--- src/rtl/risc_mem_pkg.sv ---
// Shared types for the MEM stage of the 16-bit RISC core: op encodings,
// datapath widths, drain FSM states and an address range helper.
package risc_mem_pkg;

    localparam int DATA_W = 16;
    localparam int RD_W   = 3;

    typedef enum logic [1:0] {
        OP_PASS  = 2'b00,
        OP_LOAD  = 2'b01,
        OP_STORE = 2'b10,
        OP_RSVD  = 2'b11
    } op_e;

    typedef enum logic [1:0] {
        DR_IDLE  = 2'b00,
        DR_SETUP = 2'b01,
        DR_WRITE = 2'b10
    } drain_state_e;

    // True when a word address falls inside the implemented memory.
    function automatic logic addr_in_range(input logic [DATA_W-1:0] addr,
                                           input int unsigned       words);
        return {16'b0, addr} < words;
    endfunction

endpackage

--- src/rtl/store_buffer.sv ---
// Store buffer FIFO: queued (addr, data) pairs with head/tail/count
// bookkeeping and a youngest-entry address lookup for store-to-load forwarding.
module store_buffer
    import risc_mem_pkg::*;
#(
    parameter int DEPTH = 4
) (
    input  logic                           clk,
    input  logic                           rst_n,
    input  logic                           push,
    input  logic [DATA_W-1:0]              push_addr,
    input  logic [DATA_W-1:0]              push_data,
    input  logic                           pop,
    input  logic [DATA_W-1:0]              lookup_addr,
    output logic [DATA_W-1:0]              head_addr,
    output logic [DATA_W-1:0]              head_data,
    output logic [DATA_W-1:0]              next_addr,
    output logic [DATA_W-1:0]              next_data,
    output logic [$clog2(DEPTH):0]         count,
    output logic                           full,
    output logic                           empty,
    output logic                           hit,
    output logic [DATA_W-1:0]              hit_data,
    output logic                           any_match
);

    localparam int PTR_W = $clog2(DEPTH);
    localparam int CNT_W = PTR_W + 1;

    logic [DATA_W-1:0] addr_q [DEPTH];
    logic [DATA_W-1:0] addr_d [DEPTH];
    logic [DATA_W-1:0] data_q [DEPTH];
    logic [DATA_W-1:0] data_d [DEPTH];
    logic [PTR_W-1:0]  head_q, head_d;
    logic [PTR_W-1:0]  tail_q, tail_d;
    logic [CNT_W-1:0]  count_q, count_d;
    logic [PTR_W-1:0]  next_idx;
    logic [PTR_W-1:0]  scan_idx;
    logic [DEPTH-1:0]  match_vec;

    // Entry storage: only the tail slot is written on a push.
    always_comb begin
        for (int i = 0; i < DEPTH; i++) begin
            addr_d[i] = addr_q[i];
            data_d[i] = data_q[i];
        end
        if (push) begin
            addr_d[tail_q] = push_addr;
            data_d[tail_q] = push_data;
        end
    end

    // Storage registers.
    always_ff @(posedge clk or negedge rst_n) begin
        if (!rst_n) begin
            for (int i = 0; i < DEPTH; i++) begin
                addr_q[i] <= '0;
                data_q[i] <= '0;
            end
        end else begin
            addr_q <= addr_d;
            data_q <= data_d;
        end
    end

    // Pointer and occupancy update; pointers wrap naturally at PTR_W bits.
    always_comb begin
        head_d  = head_q;
        tail_d  = tail_q;
        count_d = count_q;
        if (push) tail_d = tail_q + PTR_W'(1);
        if (pop)  head_d = head_q + PTR_W'(1);
        case ({push, pop})
            2'b10:   count_d = count_q + CNT_W'(1);
            2'b01:   count_d = count_q - CNT_W'(1);
            default: count_d = count_q;
        endcase
    end

    // Pointer and occupancy registers.
    always_ff @(posedge clk or negedge rst_n) begin
        if (!rst_n) begin
            head_q  <= '0;
            tail_q  <= '0;
            count_q <= '0;
        end else begin
            head_q  <= head_d;
            tail_q  <= tail_d;
            count_q <= count_d;
        end
    end

    // Per-slot match: slot holds a live entry (its age offset is below count)
    // and its address equals the lookup address.
    generate
        for (genvar gi = 0; gi < DEPTH; gi++) begin : g_match
            logic [PTR_W-1:0] offset;
            assign offset        = PTR_W'(gi) - head_q;
            assign match_vec[gi] = ({1'b0, offset} < count_q) && (addr_q[gi] == lookup_addr);
        end
    endgenerate

    // Youngest match: scan oldest to youngest so the last hit wins.
    always_comb begin
        hit      = 1'b0;
        hit_data = '0;
        scan_idx = '0;
        for (int k = 0; k < DEPTH; k++) begin
            scan_idx = head_q + PTR_W'(k);
            if (match_vec[scan_idx]) begin
                hit      = 1'b1;
                hit_data = data_q[scan_idx];
            end
        end
    end

    assign next_idx  = head_q + PTR_W'(1);
    assign head_addr = addr_q[head_q];
    assign head_data = data_q[head_q];
    assign next_addr = addr_q[next_idx];
    assign next_data = data_q[next_idx];
    assign any_match = |match_vec;
    assign count     = count_q;
    assign full      = (count_q == CNT_W'(DEPTH));
    assign empty     = (count_q == '0);

endmodule

--- src/rtl/mem_access_unit.sv ---
// MEM pipeline stage: EX handshake, registered WB outputs, store buffer and a
// two-phase (SETUP, WRITE) drain FSM toward a level-sensitive data memory.
// Optional feature macro STORE_FWD_EN: when defined, loads forward from the
// youngest matching queued store; otherwise a matching load stalls until the
// store has drained to memory.
module mem_access_unit
    import risc_mem_pkg::*;
#(
    parameter int SB_DEPTH  = 4,
    parameter int MEM_WORDS = 64
) (
    input  logic              clk,
    input  logic              rst_n,
    input  logic              ex_valid,
    output logic              ex_ready,
    input  logic [1:0]        ex_op,
    input  logic [DATA_W-1:0] ex_addr,
    input  logic [DATA_W-1:0] ex_wdata,
    input  logic [DATA_W-1:0] ex_alu,
    input  logic [RD_W-1:0]   ex_rd,
    output logic              wb_valid,
    output logic              wb_we,
    output logic [RD_W-1:0]   wb_rd,
    output logic [DATA_W-1:0] wb_data,
    output logic              addr_err,
    output logic [DATA_W-1:0] mem_addra,
    output logic [DATA_W-1:0] mem_din,
    output logic              mem_wea,
    output logic [DATA_W-1:0] mem_addrb,
    input  logic [DATA_W-1:0] mem_dout
);

    localparam int CNT_W = $clog2(SB_DEPTH) + 1;

    logic              is_load, is_store, in_range;
    logic              accept, push, pop, stall_hazard;
    logic [DATA_W-1:0] head_addr, head_data, next_addr, next_data;
    logic [CNT_W-1:0]  count;
    logic              full, empty, hit, any_match;
    logic [DATA_W-1:0] hit_data;

    logic              wb_valid_q, wb_valid_d;
    logic              wb_we_q, wb_we_d;
    logic [RD_W-1:0]   wb_rd_q, wb_rd_d;
    logic [DATA_W-1:0] wb_data_q, wb_data_d;
    logic              addr_err_q, addr_err_d;

    drain_state_e      state_q, state_d;
    logic [DATA_W-1:0] addra_q, addra_d;
    logic [DATA_W-1:0] din_q, din_d;
    logic              wea_q, wea_d;

    assign is_load  = (ex_op == OP_LOAD);
    assign is_store = (ex_op == OP_STORE);
    assign in_range = addr_in_range(ex_addr, MEM_WORDS);

`ifdef STORE_FWD_EN
    // Every live match is forwardable, so this term never stalls.
    assign stall_hazard = any_match & ~hit;
`else
    assign stall_hazard = any_match;
`endif

    assign ex_ready  = !(is_store && full) && !(is_load && stall_hazard);
    assign accept    = ex_valid && ex_ready;
    assign push      = accept && is_store && in_range;
    assign mem_addrb = ex_addr;

    store_buffer #(
        .DEPTH (SB_DEPTH)
    ) u_sb (
        .clk         (clk),
        .rst_n       (rst_n),
        .push        (push),
        .push_addr   (ex_addr),
        .push_data   (ex_wdata),
        .pop         (pop),
        .lookup_addr (ex_addr),
        .head_addr   (head_addr),
        .head_data   (head_data),
        .next_addr   (next_addr),
        .next_data   (next_data),
        .count       (count),
        .full        (full),
        .empty       (empty),
        .hit         (hit),
        .hit_data    (hit_data),
        .any_match   (any_match)
    );

    // WB result for the op accepted this cycle; stores report data 0.
    always_comb begin
        wb_valid_d = 1'b0;
        wb_we_d    = 1'b0;
        wb_rd_d    = '0;
        wb_data_d  = '0;
        addr_err_d = 1'b0;
        if (accept) begin
            wb_valid_d = 1'b1;
            wb_we_d    = !is_store;
            wb_rd_d    = ex_rd;
            addr_err_d = (is_load || is_store) && !in_range;
            if (is_load) begin
                if (in_range) wb_data_d = hit ? hit_data : mem_dout;
            end else if (!is_store) begin
                wb_data_d = ex_alu;
            end
        end
    end

    // WB register toward the writeback stage.
    always_ff @(posedge clk or negedge rst_n) begin
        if (!rst_n) begin
            wb_valid_q <= 1'b0;
            wb_we_q    <= 1'b0;
            wb_rd_q    <= '0;
            wb_data_q  <= '0;
            addr_err_q <= 1'b0;
        end else begin
            wb_valid_q <= wb_valid_d;
            wb_we_q    <= wb_we_d;
            wb_rd_q    <= wb_rd_d;
            wb_data_q  <= wb_data_d;
            addr_err_q <= addr_err_d;
        end
    end

    // Drain FSM: address/data are loaded while enable is low, enable is raised
    // for one cycle, and the head is popped on the edge that drops enable.
    always_comb begin
        state_d = state_q;
        addra_d = addra_q;
        din_d   = din_q;
        wea_d   = wea_q;
        pop     = 1'b0;
        case (state_q)
            DR_IDLE: begin
                if (!empty) begin
                    state_d = DR_SETUP;
                    addra_d = head_addr;
                    din_d   = head_data;
                    wea_d   = 1'b0;
                end
            end
            DR_SETUP: begin
                state_d = DR_WRITE;
                wea_d   = 1'b1;
            end
            DR_WRITE: begin
                pop   = 1'b1;
                wea_d = 1'b0;
                if (count > CNT_W'(1)) begin
                    state_d = DR_SETUP;
                    addra_d = next_addr;
                    din_d   = next_data;
                end else begin
                    state_d = DR_IDLE;
                end
            end
            default: begin
                state_d = DR_IDLE;
                wea_d   = 1'b0;
            end
        endcase
    end

    // Drain FSM state and memory write-port registers.
    always_ff @(posedge clk or negedge rst_n) begin
        if (!rst_n) begin
            state_q <= DR_IDLE;
            addra_q <= '0;
            din_q   <= '0;
            wea_q   <= 1'b0;
        end else begin
            state_q <= state_d;
            addra_q <= addra_d;
            din_q   <= din_d;
            wea_q   <= wea_d;
        end
    end

    assign wb_valid  = wb_valid_q;
    assign wb_we     = wb_we_q;
    assign wb_rd     = wb_rd_q;
    assign wb_data   = wb_data_q;
    assign addr_err  = addr_err_q;
    assign mem_addra = addra_q;
    assign mem_din   = din_q;
    assign mem_wea   = wea_q;

endmodule

--- config.mk ---
export PLATFORM = sky130hd
export DESIGN_NAME = mem_access_unit
export DESIGN_NICKNAME = d
export VERILOG_FILES = /design/src/rtl/risc_mem_pkg.sv /design/src/rtl/store_buffer.sv /design/src/rtl/mem_access_unit.sv
export SDC_FILE = /design/constraint.sdc
export NUM_CORES = 1
export LEC_CHECK = 0
export BUFFER_PORTS_ARGS = -buffer_cell sky130_fd_sc_hd__buf_2
export CAP_MARGIN = 0
export CORE_ASPECT_RATIO = 0.9
export CORE_MARGIN = 5
export CORE_UTILIZATION = 50
export CTS_CLUSTER_SIZE = 16
export DETAILED_ROUTE_END_ITERATION = 16
export GPL_ROUTABILITY_DRIVEN = 0
export PLACE_DENSITY = 0.71
export SLEW_MARGIN = 20
export SYNTH_ARGS = -nofsm -noshare
export SYNTH_HDL_FRONTEND = slang
export SYNTH_SLANG_ARGS = --single-unit
--- constraint.sdc ---
create_clock -name clk -period 5.11 [get_ports clk]
set_clock_uncertainty 0.15 [all_clocks]
set_input_delay 0.2555 -clock clk [delete_from_list [all_inputs] [get_ports clk]]
set_output_delay 0.2555 -clock clk [all_outputs]
set_load 0.01 [all_outputs]
Word level (Yosys, flattened, before mapping)
Index checks and enable logic that the tools add are counted.
Widths: inputs -> output; s select.
Word-level totals
  input bits: 72
  flip-flop bits (word level): 192
Operators by class
  reductions and logical operators: 23
  magnitude comparators: 16
  $add $sub $neg: 10
  eq/ne operators: 13
  bitwise operators: 5
  mux-type cells: 60
Operators with widths (number)
  $mux 16: 26
  $bmux 16 s2: 6
  $bwmux 64: 2
  $eq 16x16->1: 4
  $pmux 16 s2: 2
  $demux 16 s2: 1
  $lt 16x7->1 const B: 1
  $ge 3x3->1 const B: 5
  $not 2->3: 5
  $mux 1: 14
  $logic_and 1x1->1: 12
  $lt 2x3->1: 4
  $lt 2x3->1 const B: 4
  $bmux 1 s2: 4
  $eq 2x1->1 const B: 3
  $eq 2x2->1 const B: 3
  $pmux 2 s3: 1
  $pmux 3 s2: 1
  $add 2x1->2 const B: 2
  $add 2x2->2 const B: 2
  $logic_not 1->1: 4
  $ne 2x2->1 const B: 2
  $reduce_bool 2->1: 2
  $reduce_or 4->1: 1
  14 further kinds: 16

Depth between registers and ports, before layout
Gate-level depths: netlist (run 1).
  depth after elaboration: 13
  mapped depth: 16

Cells and area by module
A second synthesis (run 1) with hierarchy kept.
Second synthesis, totals
  cells, all modules: 981
  area, all modules: 12426.9 um^2
By module, submodules not included
  store_buffer: seq. area each 3378.2 um^2, area an instance 8794.7 um^2, cells each 717, times used 1
  mem_access_unit: seq. area each 1401.3 um^2, area an instance 3632.2 um^2, cells each 264, times used 1

Worst setup path before layout (run 1)
No wires, ideal clock.
  path kind: flip-flop to flip-flop
  from: register u_sb.head_q[1]
  to: register u_sb.count_q[2], in the netlist u_sb.count[2]
  library setup time: 0.131 ns
  period minus slack after synthesis: 3.815 ns
  data required time: 4.829 ns
  data arrival time: 3.534 ns
  slack: 1.295 ns
  buffers on the path: 4
  cell stages (with the launch flop): 17
  cell sequence: dfrtp_1 > clkbuf_1 > clkbuf_1 > buf_1 > clkbuf_1 > xor2_1 > inv_1 > ha_1 > a21oi_1 > nor2_1 > o22ai_1 > o31ai_4 > nand2_1 > ha_1 > mux2i_1 > nor2_1 > xor2_1
Between the ends
  longest elaborated chain between the ends: 12
  elaborated cells on any way between the ends: 23
  classes of those cells: add/sub: 4; order compare: 4; eq/ne: 2; mux: 1; reduce/logical: 12
Ends and longest elaborated chain
  from (decl): RTL line store_buffer.sv:34  | logic [PTR_W-1:0] head_q, head_d;
  from (signal assigned): RTL line store_buffer.sv:83  | head_q <= '0;
  from (signal assigned): RTL line store_buffer.sv:87  | head_q <= head_d;
  $sub 1x2->2 or $sub 2x2->2 (tied branches): RTL line store_buffer.sv:98  | assign offset = PTR_W'(gi) - head_q;
  $lt 2x3->1: RTL line store_buffer.sv:99  | assign match_vec[gi] = ({1'b0, offset} < count_q) && (addr_q[gi] == lookup_addr);
  $logic_and 1x1->1: RTL line store_buffer.sv:99
  $reduce_or 4->1 (*): RTL line store_buffer.sv:122  | assign any_match = |match_vec;
  $logic_and 1x1->1 (*): RTL line mem_access_unit.sv:64  | assign ex_ready = !(is_store && full) && !(is_load && stall_hazard);
  $logic_not 1->1 (*): RTL line mem_access_unit.sv:64
  $logic_and 1x1->1 (*): RTL line mem_access_unit.sv:64
  $logic_and 1x1->1 (*): RTL line mem_access_unit.sv:65  | assign accept = ex_valid && ex_ready;
  $logic_and 1x1->1 (*) (2 in a row): RTL line mem_access_unit.sv:66  | assign push = accept && is_store && in_range;
  $eq 2x1->1 or $eq 2x2->1 (tied branches): RTL line store_buffer.sv:73  | case ({push, pop})
  $pmux 3 s2 or $reduce_bool 2->1 (tied branches)
  to (signal assigned): RTL line store_buffer.sv:89  | count_q <= count_d;
  to (decl): RTL line store_buffer.sv:36  | logic [CNT_W-1:0] count_q, count_d;
Every way passes the cells marked *; elsewhere a longest branch is shown, timed or not.
A chain may end at the register's enable or synchronous reset.

Final worst setup path (run 1)
  from: register u_sb.head_q[1]
  to: register wb_data_q[12], in the netlist wb_data[12]
Between the ends
  elaborated cells on any way between the ends: 56
  classes of those cells: add/sub: 7; order compare: 4; mux: 32; bitwise: 4; reduce/logical: 9
RTL lines
  $add 2x1->2 (*)
  net u_sb.next_idx[1]: RTL line store_buffer.sv:37  | logic [PTR_W-1:0] next_idx;
  $not 2->3 (implied by the code): RTL line store_buffer.sv:112  | hit_data = data_q[scan_idx];
  $bmux 16 s2: RTL line store_buffer.sv:112
  $mux 16 (implied by the code) (2 in a row): RTL line store_buffer.sv:112
  $mux 16 (3 in a row): RTL line store_buffer.sv:110  | if (match_vec[scan_idx]) begin
  $mux 16 (*) (2 in a row): RTL line mem_access_unit.sv:104  | if (in_range) wb_data_d = hit ? hit_data : mem_dout;
  $mux 16 (*): RTL line mem_access_unit.sv:103  | if (is_load) begin
  $mux 16 (*): RTL line mem_access_unit.sv:98  | if (accept) begin
  net wb_data_d[12]: RTL line mem_access_unit.sv:45  | logic [DATA_W-1:0] wb_data_q, wb_data_d;
  to (signal assigned): RTL line mem_access_unit.sv:123  | wb_data_q <= wb_data_d;
  to (decl): RTL line mem_access_unit.sv:45
Mark *: on every way through the listed nets, which the timed path passes. The rest lies on a longest branch. The select of a mux whose other input is x is not followed.

==> impl_metrics.py, run 1 <==
metrics = {
    "synthesis": {
        "yosys.area.top_type_share_pct": 48.07,
        "syn_nets": 954,
        "synth_cell_types": 45,
        "synth-async-reset-ratio_pct": 100.0,
        "ys_warn_count": 0,
        "synth_most_common_cell": "dfrtp_1",
        "netlist_instances": 867,
        "synth.avg_cell_area_sq_um": 11.47,
        "yosys_most_used_dff": "dfrtp_1",
        "synth_top_area_cell": "dfrtp_1",
        "synth_area_leaders": "dfrtp_1 48%, mux2_4 12%, xor2_1 3.7%",
        "ys_seq_area_share_pct": 48.07,
        "yosys_register_bits": 191,
        "synth_enable_flop_cells": 0,
        "synth_common_cells": "191 x dfrtp_1, 80 x mux2_4, 57 x nand2_1",
        "syn-cell-area_sq_um": 9942,
    },
    "critical_path": {
        "endpoint_kind": "register",
        "cp_data_arrival_time_ps": 4110,
        "max_stage_delay_ps": 600,
        "crit_path_top_delay_cell": "dlygate4sd3_1",
        "crit_chain": "xor2_1 > inv_1 > ha_1 > a21oi_1 > nor2_1 > o22ai_1 > nor4b_4 > buf_4 > nand3_1 > a221oi_1 > dlygate4sd3_1",
        "cpLargestDelayFamily": "buffers and inverters",
        "critPathBufInv": 3,
        "critPathKind": "register to register",
        "required_ps": 5340,
        "critPathLaunchType": "register",
        "worstPathMaxFanout": 17,
    },
    "finish": {
        "n_antenna_cell": 0,
        "fin_util_pct": 59.51,
        "drive_gt1_share_pct": 30.00,
        "fin_nets": 1094,
        "final_cells": 1275,
        "syn_to_final_growth_pct": 18.53,
    },
    "global_route": {
        "grt.total_usage_pct": 21.87,
        "grt_max_degree": 95,
        "grt_pass1_vias": 7087,
        "grt_pass1_wl_mm": 38.84,
        "grt_overflow": 0,
        "antenna_found_initial": 0,
    },
    "cts": {
        "cts_buffers": 17,
        "worstSkewPairLatency_ps": 440,
        "h-tree-depth": 4,
        "cts_tree": "done",
        "root_buffer": "clkbuf_16",
        "cts_buffer_depth": 2,
        "clock-sinks": 191,
        "cts_setup_buffers": 0,
        "clkTransAtPathRegs_ps": 70,
    },
    "floorplanning": {
        "io_pins": 144,
        "die_h_microns": 143.8,
        "die_w_microns": 158.6,
        "initial_utilization_pct": 50.21,
        "core-area_sq_um": 19800,
        "num_rows": 49,
        "fp.dieArea_sq_um": 22810,
    },
    "sta": {
        "fin_crit_sh_pct": 75.95,
        "fin_setup_tns_ps": 0,
        "rsz0062_at_grt": "false",
        "finalHoldViolCount": 0,
        "fin_crit_ps": 3881,
        "relSlewSlack_pct": 45.30,
        "finalSetupViolCount": 0,
        "maxSlewViolCount": 0,
        "fmax_mhz": 257.7,
        "hold_slack_ps": 28.05,
        "worst_slew_pin_slew_ps": 818.5,
    },
    "place": {
        "placed_cells": 1190,
        "port_buffers": 143,
        "dpl.hpwl_mm": 15.80,
    },
    "routing": {
        "vias": 7162,
        "drt-total-wl_mm": 24.75,
        "drc_errors": 0,
        "wl_per_cell_microns": 19.41,
        "drt_iter0_drc": 564,
        "ant_nets": 0,
        "dr.pass1.iters": 4,
        "viasPerCell": 5.617,
    },
    "pwr": {
        "p_per_area_nw_per_um2": 424.2,
        "finalPower_w": 0.004999,
        "ir_worst_vdd_v": 0.0002844,
        "p_leak_nw": 5.951,
    },
    "run_status": {
        "outcome": "finished, final reports clean",
    },
    "min_path": {
        "min_path_type": "primary input to register",
    },
    "job": {
        "maxCapViolations": 0,
    },
}
[cells in the final DEF (no fill, tap or decap), types with 21 or more instances in the layout]
cell type	Yosys	layout
a21oi_1	21	21
and2_1	44	44
buf_2	17	142
dfrtp_1	191	189
dlygate4sd3_1	0	53
inv_1	27	27
mux2_2	25	25
mux2_4	80	80
nand2_1	57	57
nor2_1	21	21
o21ai_0	51	51
o22ai_1	32	32
xnor2_1	29	29
xor2_1	42	42
[final timing paths]
check                                from              to  slack, ps  depth (start not counted)
max in group asynchronous           rst_n  u_sb.head_q[1]       3330                          3
hold / removal                   ex_op[0]        addr_err         30                          4
setup / recovery           u_sb.head_q[1]     wb_data[12]       1230                         11
hold reg to reg                mem_din[7]      mem_din[7]        330                          2
setup reg to reg           u_sb.head_q[1]     wb_data[12]       1230                         11
min in group asynchronous           rst_n      mem_din[0]        290                          2
[logic make-up after synthesis]
family | Yosys count | share of synthesized area [%]
buffers and inverters | 113 | 5.764
adder cells (fa/ha/maj) | 15 | 1.888
multiplexers | 111 | 15.64
AND/OR/NAND/NOR | 193 | 10.96
AO/OA/AOI/OAI | 173 | 11.41
XOR/XNOR | 71 | 6.255
flip-flops | 191 | 48.07
[report_power, final]
part           switching, W  internal, W  total [W]  leakage (nW)
clock              0.000610     0.000829    0.00144         0.300
combinational       0.00116     0.000644    0.00181          3.05
sequential        0.0000991      0.00165    0.00175          2.61
[per-stage QoR]
step           instance area, sq um  setup slack, ps
3_5_place_dp                  10620             1782
4_1_cts                       11780             1338
3_3_place_gp                  10620             1912
5_1_grt                       11780             1042
2_1_floorplan                  9942             1295
6_report                      11780             1229
[worst register-to-register path, stage by stage (launching register included)]
cell	delay [ps]
dfrtp_2	520
xor2_1	220
inv_1	60
ha_1	270
a21oi_1	50
nor2_1	110
o22ai_1	200
nor4b_4	250
buf_4	270
nand3_1	560
a221oi_1	560
dlygate4sd3_1	600
[layer usage]
| layer | up-vias | share of wire, % | global-route usage [%] |
|---|---|---|---|
| met1 | 3601 | 46 | 30.51 |
| met2 | 214 | 48 | 34.86 |
| met3 | 33 | 4.3 | 3.011 |
| li1 | 3314 | - | - |
| met5 | - | 0 | 0 |
| met4 | 0 | 2.0 | 8.259 |
[cell type report]
cell class	instances	area [sq um]
clock inverter	14	202.7
timing repair buffer	207	1338
sequential	191	4782
inverter	27	101.3
fill	1611	8019
clock buffer	18	429.2
multi-input combinational	563	4612
tap	255	319.1
[flip-flops by register name, summed over array words and instances, names as in the netlist]
name,count
mem_din,16
u_sb.head_q,2
u_sb.tail_q,2
u_sb.addr_q,64
u_sb.count,3
wb_data,16
wb_valid,1
u_sb.data_q,64
state_q,2
mem_addra,16
wb_we,1
wb_rd,3
addr_err,1
[repair_timing]
action                    in CTS  in global routing
hold buffers                  53                  0
gates resized for setup        0                  0
hold endpoints to repair     176                  0
Power figures use the tool's default switching activity.
==> run 2: changes to the inputs <==
==> constraint.sdc (replaced) <==
create_clock -name clk -period 3.7 [get_ports clk]
set_clock_uncertainty 0.15 [all_clocks]
set_input_delay 0.185 -clock clk [delete_from_list [all_inputs] [get_ports clk]]
set_output_delay 0.185 -clock clk [all_outputs]
set_load 0.01 [all_outputs]
==> impl_metrics.py, run 2 (synthesized netlist as in run 1, its figures left out) <==
metrics = {
    "floorplanning": {
        "core-area_sq_um": 19800,
        "die_h_microns": 143.8,
        "num_rows": 49,
        "die_w_microns": 158.6,
        "initial_utilization_pct": 50.21,
        "io_pins": 144,
        "fp.dieArea_sq_um": 22810,
    },
    "sta": {
        "worst_slew_pin_slew_ps": 764.8,
        "relSlewSlack_pct": 49.01,
        "fin_crit_ps": 3422,
        "finalHoldViolCount": 0,
        "rsz0062_at_grt": "false",
        "maxSlewViolCount": 0,
        "fin_setup_tns_ps": 0,
        "fmax_mhz": 292.2,
        "fin_crit_sh_pct": 92.49,
        "finalSetupViolCount": 0,
    },
    "finish": {
        "n_antenna_cell": 0,
        "final_cell_mix": "189 x dfrtp_1, 142 x buf_2, 80 x mux2_4, 57 x nand2_1, 55 x dlygate4sd3_1",
        "largestRegisters": "u_sb.addr_q (64), u_sb.data_q (64)",
        "fin_nets": 1103,
        "final_common_cell": "dfrtp_1",
        "syn_to_final_growth_pct": 19.38,
        "drive_gt1_share_pct": 30.42,
        "final_area_sq_um": 11870,
        "nFillCells": 1617,
    },
    "place": {
        "dpl.hpwl_mm": 15.74,
        "port_buffers": 143,
        "placed_area_sq_um": 10690,
    },
    "routing": {
        "drc_errors": 0,
        "dr.pass1.iters": 5,
        "viasPerCell": 5.551,
        "ant_nets": 0,
        "vias": 7128,
        "wl_per_cell_microns": 19.17,
        "drt-total-wl_mm": 24.61,
        "drt_iter0_drc": 488,
    },
    "job": {
        "maxCapViolations": 0,
    },
    "critical_path": {
        "timing.rr.end": "wb_data[8]",
        "worstPathMaxFanout": 22,
        "reg2reg_depth": 12,
        "cp_data_arrival_time_ps": 3640,
        "reg2reg_slack_ps": 280,
        "r2r_start": "u_sb.head_q[1]",
        "required_ps": 3920,
        "endpoint_kind": "register",
        "critPathLaunchType": "register",
        "critPathKind": "register to register",
    },
    "cts": {
        "cts_buffer_depth": 2,
        "ctsHoldBuffers": 55,
        "h-tree-depth": 4,
        "worstSkewPairLatency_ps": 440,
        "cts_tree": "done",
        "clkTransAtPathRegs_ps": 70,
        "cts_resized": 0,
        "clock-sinks": 191,
        "cts_setup_buffers": 0,
        "cts_buffers": 17,
        "root_buffer": "clkbuf_16",
    },
    "pwr": {
        "p_leak_nw": 6.009,
        "p_per_area_nw_per_um2": 580.3,
        "ir_worst_vdd_v": 0.0003317,
    },
    "min_path": {
        "hp-start": "ex_addr[0]",
        "min_path_type": "primary input to register",
        "hold_end": "u_sb.addr_q[48]",
        "min_delay_path_depth": 2,
    },
    "global_route": {
        "grt_pass1_vias": 7120,
        "grt_max_degree": 81,
        "grt.total_usage_pct": 21.91,
        "antenna_found_initial": 0,
        "grt_overflow": 0,
        "grt_pass1_wl_mm": 38.95,
    },
    "run_status": {
        "outcome": "finished, final reports clean",
    },
}
==> run 2: cell type report <==
cell class	instances	area (sq um)	area share (%)
Sequential cell	191	4782	40.29
Multi-Input combinational cell	563	4606	38.80
Timing Repair Buffer	216	1435	12.09
Clock buffer	19	442.9	3.732
Tap cell	255	319.1	2.688
Clock inverter	13	182.7	1.539
Inverter	27	101.3	0.8539
==> run 2: worst max path at each step <==
stage	startpoint	end	cells past startpoint
finish	u_sb.head_q[1]	wb_data[8]	12
global route	u_sb.head_q[1]	wb_data[10]	12
CTS	u_sb.head_q[1]	wb_data[3]	12
detailed placement	u_sb.head_q[1]	u_sb.data_q[29]	9
global placement	u_sb.head_q[1]	u_sb.addr_q[17]	9
floorplan	u_sb.head_q[1]	u_sb.count[2]	16
==> run 2: metal layers <==
layer	GRT usage, %	part of all wire, %	vias to the layer above
li1	-	-	3337
met1	31.47	47	3581
met2	34.66	48	184
met3	4.276	4.2	26
met4	4.892	1.0	0
met5	0	0	-
==> run 2: where the power goes <==
group	internal, W	total, W	switching [W]
clock network	0.00115	0.00198	0.000831
registers	0.00228	0.00240	0.000119
logic	0.000919	0.00250	0.00158
==> run 2: worst max-delay path, cell delays in order (launching register included) <==
cell,delay [ps]
dfrtp_2,380
buf_4,260
inv_1,90
ha_1,290
a21oi_1,120
nor2_1,50
o21a_1,240
nor4b_4,260
buf_4,290
nand3_1,110
buf_4,220
a221oi_1,280
dlygate4sd3_1,590
==> run 2: through the flow <==
step                      power, W  hold slack [ps]  instances  setup slack, ps  utilization (%)
after global placement    0.004817            120.1       1197            475.6            54.00
after detailed placement  0.004875            121.9       1197            392.9            54.00
final                     0.006887            23.82       1284            277.9            59.94
after global routing      0.007302            21.35       1284            82.53            59.94
after CTS                 0.006917            4.553       1284            304.6            59.94
after floorplan           0.004093           -260.6        867            16.01                -
==> run 3: changes to the inputs <==
--- a/config.mk
+++ b/config.mk
@@ -13,7 +13,9 @@
 export CTS_CLUSTER_SIZE = 16
 export DETAILED_ROUTE_END_ITERATION = 16
 export GPL_ROUTABILITY_DRIVEN = 0
+export GPL_TIMING_DRIVEN = 0
 export PLACE_DENSITY = 0.71
+export REMOVE_ABC_BUFFERS = 1
 export SLEW_MARGIN = 20
 export SYNTH_ARGS = -nofsm -noshare
 export SYNTH_HDL_FRONTEND = slang
==> impl_metrics.py, run 3 (synthesized netlist as in run 1, its figures left out) <==
metrics = {
    "global_route": {
        "grt_pass1_vias": 7367,
        "antenna_found_initial": 0,
        "grt_max_degree": 75,
        "grt_pass1_wl_mm": 39.86,
        "grt.total_usage_pct": 22.38,
        "grt_overflow": 0,
    },
    "sta": {
        "finalHoldViolCount": 0,
        "fmax_mhz": 283.7,
        "rsz0062_at_grt": "true",
        "fin_crit_sh_pct": 95.26,
        "relSlewSlack_pct": 45.74,
        "fin_crit_ps": 3524,
        "worst_slew_pin_slew_ps": 813.9,
        "finalSetupViolCount": 0,
        "maxSlewViolCount": 0,
        "hold_slack_ps": 3.121,
    },
    "cts": {
        "root_buffer": "clkbuf_16",
        "cts_tree": "done",
        "clkTransAtPathRegs_ps": 70,
        "cts_buffers": 17,
        "cts_buffer_depth": 2,
        "worstSkewPairLatency_ps": 440,
        "clock-sinks": 191,
        "h-tree-depth": 4,
    },
    "min_path": {
        "hp-start": "ex_addr[1]",
        "min_delay_path_depth": 2,
        "min_path_type": "primary input to register",
    },
    "finish": {
        "final_area_sq_um": 12030,
        "final_cell_mix": "189 x dfrtp_1, 142 x buf_2, 80 x mux2_4, 57 x nand2_1, 56 x dlygate4sd3_1",
        "n_antenna_cell": 0,
        "nFillCells": 1548,
        "syn_to_final_growth_pct": 20.98,
        "regArea_sq_um": 4787,
        "final_common_cell": "dfrtp_1",
        "multi_input_area_sq_um": 4700,
        "fin_nets": 1104,
        "drive_gt1_share_pct": 31.10,
        "final_cells": 1284,
        "largestRegisters": "u_sb.addr_q (64), u_sb.data_q (64)",
    },
    "pwr": {
        "p_leak_nw": 5.975,
        "p_per_area_nw_per_um2": 574.1,
        "ir_worst_vdd_v": 0.0003640,
        "p_clk_share_pct": 27.3,
        "p_sw_share_pct": 37.27,
        "combPwrFrac_pct": 36.4,
        "intPower_w": 0.004332,
        "seq_power_share_pct": 36.3,
        "p_switching_w": 0.002574,
        "finalPower_w": 0.006905,
    },
    "routing": {
        "drc_errors": 0,
        "ant_nets": 0,
        "drt-total-wl_mm": 25.23,
        "vias": 7160,
        "viasPerCell": 5.576,
        "drt_iter0_drc": 409,
        "wl_per_cell_microns": 19.65,
        "dr.pass1.iters": 5,
    },
    "critical_path": {
        "crit_start": "u_sb.head_q[1]",
        "required_ps": 3870,
        "critPathLaunchType": "register",
        "critPathKind": "register to register",
        "endpoint_kind": "register",
        "worstPathMaxFanout": 28,
        "cp_data_arrival_time_ps": 3690,
        "reg2reg_depth": 10,
        "r2r_start": "u_sb.head_q[1]",
    },
    "place": {
        "placed_area_sq_um": 10710,
        "port_buffers": 143,
        "dpl.hpwl_mm": 14.91,
        "placed_cells": 1187,
    },
    "floorplanning": {
        "fp.dieArea_sq_um": 22810,
        "die_w_microns": 158.6,
        "die_h_microns": 143.8,
        "io_pins": 144,
        "core-area_sq_um": 19800,
        "num_rows": 49,
        "initial_utilization_pct": 50.21,
    },
    "run_status": {
        "outcome": "finished, final reports clean",
    },
    "job": {
        "maxCapViolations": 0,
    },
}
run 3: cell count changes in the layout (fill, tap and decap cells not counted), moves of 4 or more:
cell        change
buf_16          +4
nand3_4         +4
clkinvlp_4      +5
buf_4          -12
clkinv_2        -4
run 3: cell type report:
| cell class | instances | area share [%] |
|---|---|---|
| Multi-Input combinational cell | 567 | 39.07 |
| Sequential cell | 191 | 39.80 |
| Clock inverter | 11 | 1.103 |
| Tap cell | 255 | 2.653 |
| Timing Repair inverter | 1 | 0.04161 |
| Clock buffer | 20 | 3.880 |
| Timing Repair Buffer | 212 | 12.58 |
| Inverter | 27 | 0.8738 |
run 3: layer usage:
layer  share of wire, %  routed length, microns  vias up  global-route usage, %
li1                   -                       -     3340                      -
met1                 46                   11680     3588                  31.65
met2                 47                   11820      201                  35.21
met3                5.0                    1264       31                  3.674
met4                1.8                     460        0                  7.540
met5                  0                       0        -                      0
run 3: worst max-delay path: stages, from the launching register on:
cell and delay [ps]:
dfrtp_4 680, buf_16 240, clkinvlp_4 290, ha_1 380, a21oi_1 120, nor2_1 50, o21a_1 240, o31ai_4 250
buf_12 170, nand3_4 380, mux2_4 440
run 3: path summary, 6_finish.rpt:
check | slack (ps) | end
min in group asynchronous | 100 | wb_data[0]
hold reg to reg | 330 | mem_din[4]
max in group asynchronous | 2600 | u_sb.head_q[0]
hold / removal | 3 | u_sb.addr_q[1]
setup / recovery | 180 | u_sb.data_q[8]
setup reg to reg | 180 | u_sb.data_q[8]
run 3: metrics by stage:
step                TNS, ps  setup WS (ps)  utilization [%]
global route         -17.45         -17.37            60.74
finish                    0          175.5            60.74
detailed placement   -74740         -853.6            54.07
floorplan            -45590         -363.7                -
CTS                       0          122.6            60.68
global placement    -504650          -2155            53.05
run 3: power by group through the flow:
stage | Combinational [W] | Sequential [W] | Clock (W)
final | 0.00252 | 0.00250 | 0.00189
after floorplan | 0.00132 | 0.00263 | 0
after detailed placement | 0.00243 | 0.00254 | 0
after global routing | 0.00276 | 0.00253 | 0.00199
after global placement | 0.00211 | 0.00263 | 0
after CTS | 0.00251 | 0.00250 | 0.00191
run 3: timing repair:
item / in CTS / in global routing
hold endpoints to repair: 283 / 0
hold buffers: 56 / 0
resized for setup: 7 / 2
buffers inserted: 5 / 0
pin swaps: 6 / 0
endpoints found under the setup margin: 148 / 3
gates cloned: 5 / 0
